**src/rtl/eros_mem_xbar_if.sv**
```systemverilog
// Bus bundle between OBI masters, the memory crossbar and its SRAM banks.
// The slave modport is the crossbar's view; master is the surrounding system's view.
interface eros_mem_xbar_if #(
    parameter int NMASTERS = 3,
    parameter int N_BANKS  = 2,
    parameter int BANK_AW  = 13
);
    logic [NMASTERS-1:0]         m_req_i;
    logic [NMASTERS-1:0]         m_gnt_o;
    logic [NMASTERS*32-1:0]      m_addr_i;
    logic [NMASTERS-1:0]         m_we_i;
    logic [NMASTERS*4-1:0]       m_be_i;
    logic [NMASTERS*32-1:0]      m_wdata_i;
    logic [NMASTERS-1:0]         m_rvalid_o;
    logic [NMASTERS*32-1:0]      m_rdata_o;
    logic [NMASTERS-1:0]         m_err_o;
    logic [N_BANKS-1:0]          b_req_o;
    logic [N_BANKS-1:0]          b_we_o;
    logic [N_BANKS*4-1:0]        b_be_o;
    logic [N_BANKS*BANK_AW-1:0]  b_addr_o;
    logic [N_BANKS*32-1:0]       b_wdata_o;
    logic [N_BANKS*32-1:0]       b_rdata_i;
    logic [N_BANKS-1:0]          bank_pwr_on_i;

    modport slave (
        input  m_req_i, m_addr_i, m_we_i, m_be_i, m_wdata_i, b_rdata_i, bank_pwr_on_i,
        output m_gnt_o, m_rvalid_o, m_rdata_o, m_err_o,
        output b_req_o, b_we_o, b_be_o, b_addr_o, b_wdata_o
    );

    modport master (
        output m_req_i, m_addr_i, m_we_i, m_be_i, m_wdata_i, b_rdata_i, bank_pwr_on_i,
        input  m_gnt_o, m_rvalid_o, m_rdata_o, m_err_o,
        input  b_req_o, b_we_o, b_be_o, b_addr_o, b_wdata_o
    );
endinterface

```
**src/rtl/eros_mem_xbar.sv**
```systemverilog
// OBI crossbar: NMASTERS masters to N_BANKS SRAM banks, per-bank round-robin, gated/out-of-range -> error.
// Latency: grant same cycle, response 1 cycle after grant; one access per bank per cycle.
// Backpressure: losers see gnt=0 and hold; EROS_XBAR_PERF_EN adds per-bank conflict counters.
module eros_mem_xbar #(
    parameter int NMASTERS    = 3,
    parameter int N_BANKS     = 2,
    parameter int BANK_AW     = 13,
    parameter int INTERLEAVED = 0
) (
    input  logic                   clk_i,
    input  logic                   rst_i,
    eros_mem_xbar_if.slave         bus
`ifdef EROS_XBAR_PERF_EN
    ,
    input  logic                   perf_clr_i,
    output logic [N_BANKS*32-1:0]  perf_conflict_o
`endif
);
    localparam int LB  = (N_BANKS > 1) ? $clog2(N_BANKS) : 0;
    localparam int LBW = (LB > 0) ? LB : 1;
    localparam int MW  = (NMASTERS > 1) ? $clog2(NMASTERS) : 1;
    localparam logic [31:0] N_WORDS = 32'(N_BANKS) << BANK_AW;

    logic [29:0]         w       [NMASTERS];
    logic [LBW-1:0]      m_bank  [NMASTERS];
    logic [BANK_AW-1:0]  m_baddr [NMASTERS];
    logic [NMASTERS-1:0] m_ok;
    logic [NMASTERS-1:0] m_err_req;
    logic [NMASTERS-1:0] unused_addr_lsb;

    logic [NMASTERS-1:0] b_reqv   [N_BANKS];
    logic [N_BANKS-1:0]  win_vld;
    logic [MW-1:0]       win_idx  [N_BANKS];
    logic [MW-1:0]       rr_ptr   [N_BANKS];
    logic [N_BANKS-1:0]  rsp_vld;
    logic [N_BANKS-1:0]  rsp_we;
    logic [MW-1:0]       rsp_idx  [N_BANKS];
    logic [NMASTERS-1:0] err_q;

    for (genvar gi = 0; gi < NMASTERS; gi++) begin : g_dec
        assign w[gi] = bus.m_addr_i[gi*32+2 +: 30];
        assign unused_addr_lsb[gi] = ^bus.m_addr_i[gi*32 +: 2];
        if (LB == 0) begin : g_single
            assign m_bank[gi]  = '0;
            assign m_baddr[gi] = w[gi][BANK_AW-1:0];
        end else if (INTERLEAVED != 0) begin : g_ilv
            assign m_bank[gi]  = w[gi][LB-1:0];
            assign m_baddr[gi] = w[gi][LB +: BANK_AW];
        end else begin : g_cont
            assign m_bank[gi]  = w[gi][BANK_AW +: LB];
            assign m_baddr[gi] = w[gi][BANK_AW-1:0];
        end
        // Out-of-range and powered-down targets never reach an arbiter.
        assign m_ok[gi] = bus.m_req_i[gi] && ({2'b00, w[gi]} < N_WORDS)
                          && bus.bank_pwr_on_i[m_bank[gi]];
        assign m_err_req[gi] = bus.m_req_i[gi] && !m_ok[gi];
    end

    always_comb begin
        int idx;
        idx = 0;
        for (int b = 0; b < N_BANKS; b++) begin
            b_reqv[b]  = '0;
            win_vld[b] = 1'b0;
            win_idx[b] = '0;
            for (int i = 0; i < NMASTERS; i++) begin
                if (m_ok[i] && (m_bank[i] == LBW'(b))) b_reqv[b][i] = 1'b1;
            end
            // Search starts at the pointer so the master sitting there has top priority.
            for (int k = 0; k < NMASTERS; k++) begin
                idx = int'(rr_ptr[b]) + k;
                if (idx >= NMASTERS) idx = idx - NMASTERS;
                if (!win_vld[b] && b_reqv[b][idx]) begin
                    win_vld[b] = 1'b1;
                    win_idx[b] = MW'(idx);
                end
            end
        end
    end

    always_comb begin
        bus.m_gnt_o   = m_err_req;
        bus.b_req_o   = '0;
        bus.b_we_o    = '0;
        bus.b_be_o    = '0;
        bus.b_addr_o  = '0;
        bus.b_wdata_o = '0;
        for (int b = 0; b < N_BANKS; b++) begin
            if (win_vld[b]) begin
                bus.m_gnt_o[win_idx[b]]             = 1'b1;
                bus.b_req_o[b]                      = 1'b1;
                bus.b_we_o[b]                       = bus.m_we_i[win_idx[b]];
                bus.b_be_o[b*4 +: 4]                = bus.m_be_i[int'(win_idx[b])*4 +: 4];
                bus.b_addr_o[b*BANK_AW +: BANK_AW]  = m_baddr[win_idx[b]];
                bus.b_wdata_o[b*32 +: 32]           = bus.m_wdata_i[int'(win_idx[b])*32 +: 32];
            end
        end
        if (rst_i) begin
            bus.m_gnt_o = '0;
            bus.b_req_o = '0;
            bus.b_we_o  = '0;
        end
    end

    always_ff @(posedge clk_i or posedge rst_i) begin
        if (rst_i) begin
            for (int b = 0; b < N_BANKS; b++) begin
                rr_ptr[b]  <= '0;
                rsp_idx[b] <= '0;
            end
            rsp_vld <= '0;
            rsp_we  <= '0;
            err_q   <= '0;
        end else begin
            for (int b = 0; b < N_BANKS; b++) begin
                rsp_vld[b] <= win_vld[b];
                if (win_vld[b]) begin
                    rsp_idx[b] <= win_idx[b];
                    rsp_we[b]  <= bus.m_we_i[win_idx[b]];
                    rr_ptr[b]  <= (int'(win_idx[b]) == NMASTERS-1) ? '0 : win_idx[b] + MW'(1);
                end
            end
            err_q <= m_err_req;
        end
    end

    always_comb begin
        bus.m_rvalid_o = err_q;
        bus.m_err_o    = err_q;
        bus.m_rdata_o  = '0;
        for (int b = 0; b < N_BANKS; b++) begin
            if (rsp_vld[b]) begin
                bus.m_rvalid_o[rsp_idx[b]] = 1'b1;
                if (!rsp_we[b]) bus.m_rdata_o[int'(rsp_idx[b])*32 +: 32] = bus.b_rdata_i[b*32 +: 32];
            end
        end
    end

`ifdef EROS_XBAR_PERF_EN
    logic [31:0] perf_cnt [N_BANKS];

    always_ff @(posedge clk_i or posedge rst_i) begin
        if (rst_i) begin
            for (int b = 0; b < N_BANKS; b++) perf_cnt[b] <= '0;
        end else if (perf_clr_i) begin
            for (int b = 0; b < N_BANKS; b++) perf_cnt[b] <= '0;
        end else begin
            for (int b = 0; b < N_BANKS; b++) begin
                // Clearing the lowest set bit leaves something only when two or more contend.
                if ((|(b_reqv[b] & (b_reqv[b] - NMASTERS'(1)))) && (perf_cnt[b] != 32'hFFFF_FFFF))
                    perf_cnt[b] <= perf_cnt[b] + 32'd1;
            end
        end
    end

    for (genvar gb = 0; gb < N_BANKS; gb++) begin : g_perf
        assign perf_conflict_o[gb*32 +: 32] = perf_cnt[gb];
    end
`endif
endmodule
```
**src/flat_wrapper.sv**
```systemverilog
// flat-port wrapper written by rule: the top's interface ports become plain ports
module eros_mem_xbar_flat 
#(
    parameter int NMASTERS    = 3,
    parameter int N_BANKS     = 2,
    parameter int BANK_AW     = 13,
    parameter int INTERLEAVED = 0
)
  (clk_i, rst_i, bus_m_req_i, bus_m_addr_i, bus_m_we_i, bus_m_be_i, bus_m_wdata_i, bus_b_rdata_i, bus_bank_pwr_on_i, bus_m_gnt_o, bus_m_rvalid_o, bus_m_rdata_o, bus_m_err_o, bus_b_req_o, bus_b_we_o, bus_b_be_o, bus_b_addr_o, bus_b_wdata_o);
  eros_mem_xbar_if #(.NMASTERS(NMASTERS), .N_BANKS(N_BANKS), .BANK_AW(BANK_AW)) bus_i ();
  input  logic clk_i;
  input  logic rst_i;
  input wire logic [$bits(bus_i.m_req_i)-1:0] bus_m_req_i;
  input wire logic [$bits(bus_i.m_addr_i)-1:0] bus_m_addr_i;
  input wire logic [$bits(bus_i.m_we_i)-1:0] bus_m_we_i;
  input wire logic [$bits(bus_i.m_be_i)-1:0] bus_m_be_i;
  input wire logic [$bits(bus_i.m_wdata_i)-1:0] bus_m_wdata_i;
  input wire logic [$bits(bus_i.b_rdata_i)-1:0] bus_b_rdata_i;
  input wire logic [$bits(bus_i.bank_pwr_on_i)-1:0] bus_bank_pwr_on_i;
  output wire logic [$bits(bus_i.m_gnt_o)-1:0] bus_m_gnt_o;
  output wire logic [$bits(bus_i.m_rvalid_o)-1:0] bus_m_rvalid_o;
  output wire logic [$bits(bus_i.m_rdata_o)-1:0] bus_m_rdata_o;
  output wire logic [$bits(bus_i.m_err_o)-1:0] bus_m_err_o;
  output wire logic [$bits(bus_i.b_req_o)-1:0] bus_b_req_o;
  output wire logic [$bits(bus_i.b_we_o)-1:0] bus_b_we_o;
  output wire logic [$bits(bus_i.b_be_o)-1:0] bus_b_be_o;
  output wire logic [$bits(bus_i.b_addr_o)-1:0] bus_b_addr_o;
  output wire logic [$bits(bus_i.b_wdata_o)-1:0] bus_b_wdata_o;
  assign bus_i.m_req_i = bus_m_req_i;
  assign bus_i.m_addr_i = bus_m_addr_i;
  assign bus_i.m_we_i = bus_m_we_i;
  assign bus_i.m_be_i = bus_m_be_i;
  assign bus_i.m_wdata_i = bus_m_wdata_i;
  assign bus_i.b_rdata_i = bus_b_rdata_i;
  assign bus_i.bank_pwr_on_i = bus_bank_pwr_on_i;
  assign bus_m_gnt_o = bus_i.m_gnt_o;
  assign bus_m_rvalid_o = bus_i.m_rvalid_o;
  assign bus_m_rdata_o = bus_i.m_rdata_o;
  assign bus_m_err_o = bus_i.m_err_o;
  assign bus_b_req_o = bus_i.b_req_o;
  assign bus_b_we_o = bus_i.b_we_o;
  assign bus_b_be_o = bus_i.b_be_o;
  assign bus_b_addr_o = bus_i.b_addr_o;
  assign bus_b_wdata_o = bus_i.b_wdata_o;
  eros_mem_xbar #(.NMASTERS(NMASTERS), .N_BANKS(N_BANKS), .BANK_AW(BANK_AW), .INTERLEAVED(INTERLEAVED)) u_core (.clk_i(clk_i), .rst_i(rst_i), .bus(bus_i));
endmodule
```
**config.mk**
```make
export PLATFORM = sky130hd
export DESIGN_NAME = eros_mem_xbar_flat
export DESIGN_NICKNAME = d
export VERILOG_FILES = /design/src/rtl/eros_mem_xbar_if.sv /design/src/rtl/eros_mem_xbar.sv /design/src/flat_wrapper.sv
export SDC_FILE = /design/constraint.sdc
export NUM_CORES = 1
export LEC_CHECK = 0
export BUFFER_PORTS_ARGS = -buffer_cell sky130_fd_sc_hd__buf_2
export CORE_AREA = 2 2 186 188
export DETAILED_ROUTE_END_ITERATION = 8
export DIE_AREA = 0 0 188 190
export PLACE_DENSITY_LB_ADDON = 0.1
export SLEW_MARGIN = 20
export SYNTH_ARGS = -nofsm -noshare
export SYNTH_HDL_FRONTEND = slang
export SYNTH_SLANG_ARGS = --single-unit
```
**constraint.sdc**
```tcl
create_clock -name clk_i -period 8.5 [get_ports clk_i]
set_clock_uncertainty 0.05 [all_clocks]
set_input_delay 0.85 -clock clk_i [delete_from_list [all_inputs] [get_ports clk_i]]
set_output_delay 0.85 -clock clk_i [all_outputs]
set_load 0.01 [all_outputs]
```
==> metrics.txt, run 1 <==
io pins=485; share of the core filled with cells=23.8%; final hold violation count=0; share of layout cells above drive strength 1=53.0%; CP startpoint=bus_m_addr_i[95]; first-pass GRT wire length=44.3 mm; Max Clock Freq=194 MHz; buffers added on ports=478; MaxCap Viol Count=0; Critical Path, Cell by Cell=buf_2 -> or4_4 -> or3_1 -> nor4_4 -> o21ai_1 -> a211o_2 -> buf_4 -> a311oi_1 -> buf_2; cell mode on critical path=buf_2; setup slack after layout=3.33 ns; R2R setup slack=6.16 ns; 1st-pass router iterations=5; Placer Congestion=0.791; antenna-violating nets left=0; Synth area leaders=a22o_1 (16%), a211oi_2 (11%), mux2i_1 (10%), a311oi_2 (8.6%), nand2_1 (8.1%); register bit total from synthesis=15; nature of the critical path endpoint=output port; total routed wirelength=30.7 mm; largest net degree at the start of global routing=100; status=completed; H-tree depth=1; Area Overhead vs Synth=54.3%; RSZ-0062 raised after global routing=no; CP Capture Point=bus_b_wdata_o[29]; Slew Viols, Final=0; Top Family by Delay on Critical Path=simple AND/OR/NAND/NOR gates; crit start category=input port; GRT Util Overall=15.7%; DRT iter0 DRCs=318; PD cells=34.4 nW/um2; reg-to-reg startpoint=u_core.rr_ptr[1]$_DFFE_PP0P_; DP Wirelength=23.9 mm; worst path required time=7.60 ns; clk slew on worst S/H paths=0.05 ns; Vias=7385; max_slew headroom=36.1%; peak per-stage delay on the critical path=0.61 ns; Crit Path Max Fanout=47; fill count=3870; crit share post-route=60.8%; post-synth top area share=16.0%; CP arrival=4.27 ns; CTS tree=built; cell depth of the worst setup path=9; post-route insts no fill=1578; cell area after synthesis=5240 um2; area leader, netlist=a22o_1; Slowest-stage cell, CP=a311oi_1; initial core utilization=15.4%; RR Endpoint=u_core.rr_ptr[0]$_DFFE_PP0P_; die width=188 um; grt ovf=0; Max Root-Sink Buffers=2; Worst-Margin Slew=0.958 ns; Wirelength per Cell=19.5 um; ys async rst share=100%; TritonCTS Buffers=3; Nets=1417; vias per inst=4.68; Worst Hold Class=flop to flop; register area share after synthesis=7.16%; Buf/Inv on CP=3; setup total negative slack=0 ns; Synth top cells by count=nand2_1 (113), nor2_1 (111), a22o_1 (96); vias in the first global route=7135; post-placement setup slack=3.31 ns; critical path class=input port to output port; Syn Nets=989; core area=33900 um2; Synth Warn #=0; placed cell count=1573; Hold-fix buffers, CTS=0; Syn Area/Cell=7.54 um2; reg2reg path depth=8; Lkg Pwr=0.00442 uW; VDD IR max=0.0000558 V; Worst-Skew Late Latency=0.24 ns; Root Buffer Master=clkbuf_16; most used flip-flop cell after synthesis=dfrtp_1; Die Ht=190 um; Die ar.=35700 um2; cell count after synthesis=695; Residual DRC=0; number of synthesized flops with an enable pin=0; TritonCTS Sinks=15; count leader, synth=nand2_1; antenna violations before repair=2; row count=68; Final min period=5.17 ns; count of cell types in the netlist=56; Setup Fix Bufs, Post-CTS=0; Tot Pwr=279 uW; Setup-failing EPs final=0; Post-CTS Resized=0
## cell usage in the layout (no fill, tap or decap), drive strengths merged, types with 2 or more instances in the layout
master,n
a211oi,53
a21o,2
a21oi,4
a221o,4
a22o,96
a311oi,46
and2,2
and3,3
buf,493
clkbuf,3
dfrtp,15
ha,16
inv,15
mux2,2
mux2i,54
nand2,113
nand3,7
nand4,2
nand4b,4
nor2,111
nor2b,3
nor3,12
nor4,8
nor4b,7
o2111a,2
o21a,3
o21ai,10
o31ai,2
or2,2
or3,4
or4,7
## worst min-delay path by stage
stage / startpoint / endpoint / slack [ns] / depth (start not counted)
global route: u_core.rr_ptr[2]$_DFFE_PP0P_ / u_core.rr_ptr[2]$_DFFE_PP0P_ / 0.50 / 1
global placement: u_core.rr_ptr[2]$_DFFE_PP0P_ / u_core.rr_ptr[2]$_DFFE_PP0P_ / 0.46 / 1
detailed placement: u_core.rr_ptr[0]$_DFFE_PP0P_ / u_core.rr_ptr[0]$_DFFE_PP0P_ / 0.46 / 1
CTS: u_core.rr_ptr[2]$_DFFE_PP0P_ / u_core.rr_ptr[2]$_DFFE_PP0P_ / 0.47 / 1
finish: u_core.rr_ptr[2]$_DFFE_PP0P_ / u_core.rr_ptr[2]$_DFFE_PP0P_ / 0.47 / 1
floorplan: u_core.rsp_we[0]$_DFFE_PP0P_ / u_core.rsp_we[0]$_DFFE_PP0P_ / 0.41 / 2
## metal layers
layer / vias up / part of all wire, % / track usage [%]
met5: - / 0.052 / 0
met4: 2 / 0.56 / 1.48
met3: 12 / 7.5 / 3.34
met2: 335 / 51 / 29.4
met1: 3509 / 41 / 19.0
li1: 3527 / - / -
## per-stage QoR
| stage | hold WS, ns | area (um2) |
|---|---|---|
| floorplan | 0.410 | 5240 |
| global placement | 0.456 | 8010 |
| detailed placement | 0.457 | 8010 |
| CTS | 0.474 | 8090 |
| global route | 0.501 | 8090 |
| finish | 0.471 | 8090 |
## state kept, by name, indices dropped and copies added (netlist names)
name and flops:
u_core.bus.m_err_o 3, u_core.rsp_idx 4, u_core.rr_ptr 4, u_core.rsp_vld 2, u_core.rsp_we 2
## cells by family (layout without fill, tap and decap cells)
group	after synthesis	count (layout)	synth area share, %
AO/OA/AOI/OAI	234	234	45.1
adder cells (fa/ha/maj)	16	16	3.82
buffers and inverters	85	512	8.21
flip-flops	15	15	7.16
multiplexers	56	56	10.7
other	0	1	0
AND/OR/NAND/NOR	289	289	25.0
## worst register-to-register path, cell delays in order (launching register included)
cell	delay, ns
dfrtp_1	0.40
inv_1	0.09
ha_1	0.39
nor2_1	0.14
nand2_1	0.10
o21ai_0	0.08
a2111o_2	0.63
nor3_1	0.29
a21o_1	0.11
## power breakdown
group / internal, uW / switching [uW]
logic: 57.8 / 57.3
clock network: 62.7 / 27.7
registers: 72.3 / 0.620
## area by class of cell
cell class                 instances  area (um2)  share of cell area (%)
clock buffer                       3        75.1                   0.928
antenna                            1        2.50                  0.0309
tap                              455         569                    7.04
sequential                        15         375                    4.64
multi-input combinational        595        4490                    55.5
timing repair buffer             493        2520                    31.1
inverter                          15        56.3                   0.696
clock inverter                     1        5.00                  0.0619
(Power assumes the default switching activity.)
==> run 2, diff against run 1 <==
clock period = 5.05 ns   (was 8.5 ns; I/O delays follow)
==> metrics.txt, run 2 (synthesis gave the netlist of run 1 again) <==
Crit Path Max Fanout=25 (was 47); critical path class=input port to output port (unchanged); crit share post-route=83.0%; Lkg Pwr=0.00449 uW (was 0.00442 uW); MaxCap Viol Count=0 (unchanged); io pins=485 (unchanged); setup total negative slack=0 ns (unchanged); Worst-Margin Slew=0.705 ns (was 0.958 ns); CTS tree=built (unchanged); GRT Util Overall=15.8% (was 15.7%); worst path required time=4.49 ns (was 7.60 ns); die width=188 um (unchanged); DP Area=8140 um2 (was 8010 um2); CP arrival=3.63 ns (was 4.27 ns); core area=33900 um2 (unchanged); Vias=7347 (was 7385); Setup Fix Bufs, Post-CTS=0 (unchanged); vias per inst=4.61 (was 4.68); Wirelength per Cell=19.2 um (was 19.5 um); Root Buffer Master=clkbuf_16 (unchanged); largest net degree at the start of global routing=100 (unchanged); status=completed (unchanged); Placer Congestion=0.793 (was 0.791); Hold Slack=0.339 ns (was 0.471 ns); register area=375 um2 (unchanged); DRT iter0 DRCs=304 (was 318); reg2reg path depth=7 (was 8); Worst-Skew Late Latency=0.24 ns (about the same); vias in the first global route=7239 (was 7135); TritonCTS Sinks=15 (unchanged); DP Wirelength=24.8 mm (was 23.9 mm); met3 Resource Use GR=3.49% (was 3.34%); antenna violations before repair=5 (was 2); sw frac=30.5% (was 30.7%); R2R setup slack=2.60 ns (was 6.16 ns); grt ovf=0 (unchanged); Hold-fix buffers, CTS=0 (unchanged); PD cells=56.9 nW/um2 (was 34.4 nW/um2); max_slew headroom=53.0% (was 36.1%); Internal Pwr Total=326 uW (was 193 uW); Setup-failing EPs final=0 (unchanged); Post-CTS Resized=0 (unchanged); Slew Viols, Final=0 (unchanged); commonest non-fill, non-tap cell in the layout=buf_2 (unchanged); GRT met2 Usage=29.4% (about the same); reg-to-reg startpoint=u_core.rr_ptr[2]$_DFFE_PP0P_ (was u_core.rr_ptr[1]$_DFFE_PP0P_); Seq pwr share=26.2% (about the same); nature of the critical path endpoint=output port (unchanged); Die ar.=35700 um2 (unchanged); RSZ-0062 raised after global routing=no (unchanged); Max Clock Freq=239 MHz; initial core utilization=15.4% (unchanged); Comb pwr share=41.8% (was 41.3%); final hold violation count=0 (unchanged); M1 GR Usage=18.8% (was 19.0%); Die Ht=190 um (unchanged); RR Endpoint=u_core.rsp_idx[3]$_DFFE_PP0P_ (was u_core.rr_ptr[0]$_DFFE_PP0P_); total routed wirelength=30.6 mm (was 30.7 mm); fill count=3895 (was 3870); busiest grt layer=met2 (unchanged); 1st-pass router iterations=4 (was 5); share of the core filled with cells=24.2% (was 23.8%); antenna-violating nets left=0 (unchanged); H-tree depth=1 (unchanged); crit start category=input port (unchanged); first-pass GRT wire length=44.5 mm (was 44.3 mm); P_sw=143 uW (was 85.6 uW); clk slew on worst S/H paths=0.05 ns (about the same); Residual DRC=0 (unchanged); Area Overhead vs Synth=56.9% (was 54.3%); Final min period=4.19 ns; TritonCTS Buffers=3 (unchanged); highest-count cells in the layout ignoring fill and taps=buf_2 (478), nand2_1 (113), nor2_1 (110) (unchanged); final instance area=8230 um2 (was 8090 um2); multi-input logic area=4490 um2 (unchanged); row count=68 (unchanged); Nets=1430 (was 1417); VDD IR max=0.0000778 V (was 0.0000558 V); clock network power share=32.0% (was 32.5%); Max Root-Sink Buffers=2 (unchanged); share of layout cells above drive strength 1=53.5% (was 53.0%); Worst Hold Class=input port to async pin (was flop to flop); buffers added on ports=478 (unchanged)
## run 2: cell count changes in the layout (fill, tap and decap cells not counted)
cell      before  now
clkbuf_1       0    1
diode_2        1    2
clkinv_2       1    0
buf_12         1    4
buf_4         14   24
## run 2: metrics by stage
stage                     setup WS, ns  power, uW  cells
after global placement           0.879        319   1586
after detailed placement         0.825        320   1586
final                            0.861        468   1592
after floorplan                   1.65        167    695
after global routing             0.642        500   1592
after CTS                        0.809        473   1590
## run 2: worst max-delay path by stage
| stage | from | end | cells after the start |
|---|---|---|---|
| after floorplan | bus_m_addr_i[95] | bus_b_addr_o[10] | 8 |
| after global placement | bus_m_addr_i[95] | bus_b_be_o[3] | 9 |
| after detailed placement | bus_m_addr_i[95] | bus_b_addr_o[10] | 9 |
| after CTS | bus_m_addr_i[95] | bus_b_addr_o[10] | 9 |
| after global routing | bus_m_addr_i[95] | bus_b_addr_o[10] | 9 |
| final | bus_m_addr_i[95] | bus_b_addr_o[10] | 9 |
## run 2: final cells by class
cell class                      count  share of cell area [%]
Timing Repair Buffer              506                    32.2
Antenna cell                        2                  0.0608
Sequential cell                    15                    4.56
Multi-Input combinational cell    595                    54.6
Inverter                           15                   0.685
Clock buffer                        4                   0.958
Tap cell                          455                    6.92
## run 2: power groups by stage
stage               clock [uW]  sequential (uW)  combinational, uW
floorplan                    0              125               42.1
global placement             0              125                194
detailed placement           0              125                196
CTS                        154              123                197
global route               162              123                215
finish                     150              123                196
## run 2: critical path, cell delays in order
cell and delay [ns]:
buf_2 0.10, or4_4 0.52, or3_1 0.40, nor4_4 0.55, o21ai_1 0.14, a211o_2 0.63, buf_4 0.32, a311oi_1 0.25
buf_2 0.21
## run 2: metal layers
layer | up-vias | wire, um
met5 | - | 41
met4 | 6 | 395
met3 | 26 | 2310
met2 | 324 | 15500
met1 | 3437 | 12400
li1 | 3554 | -
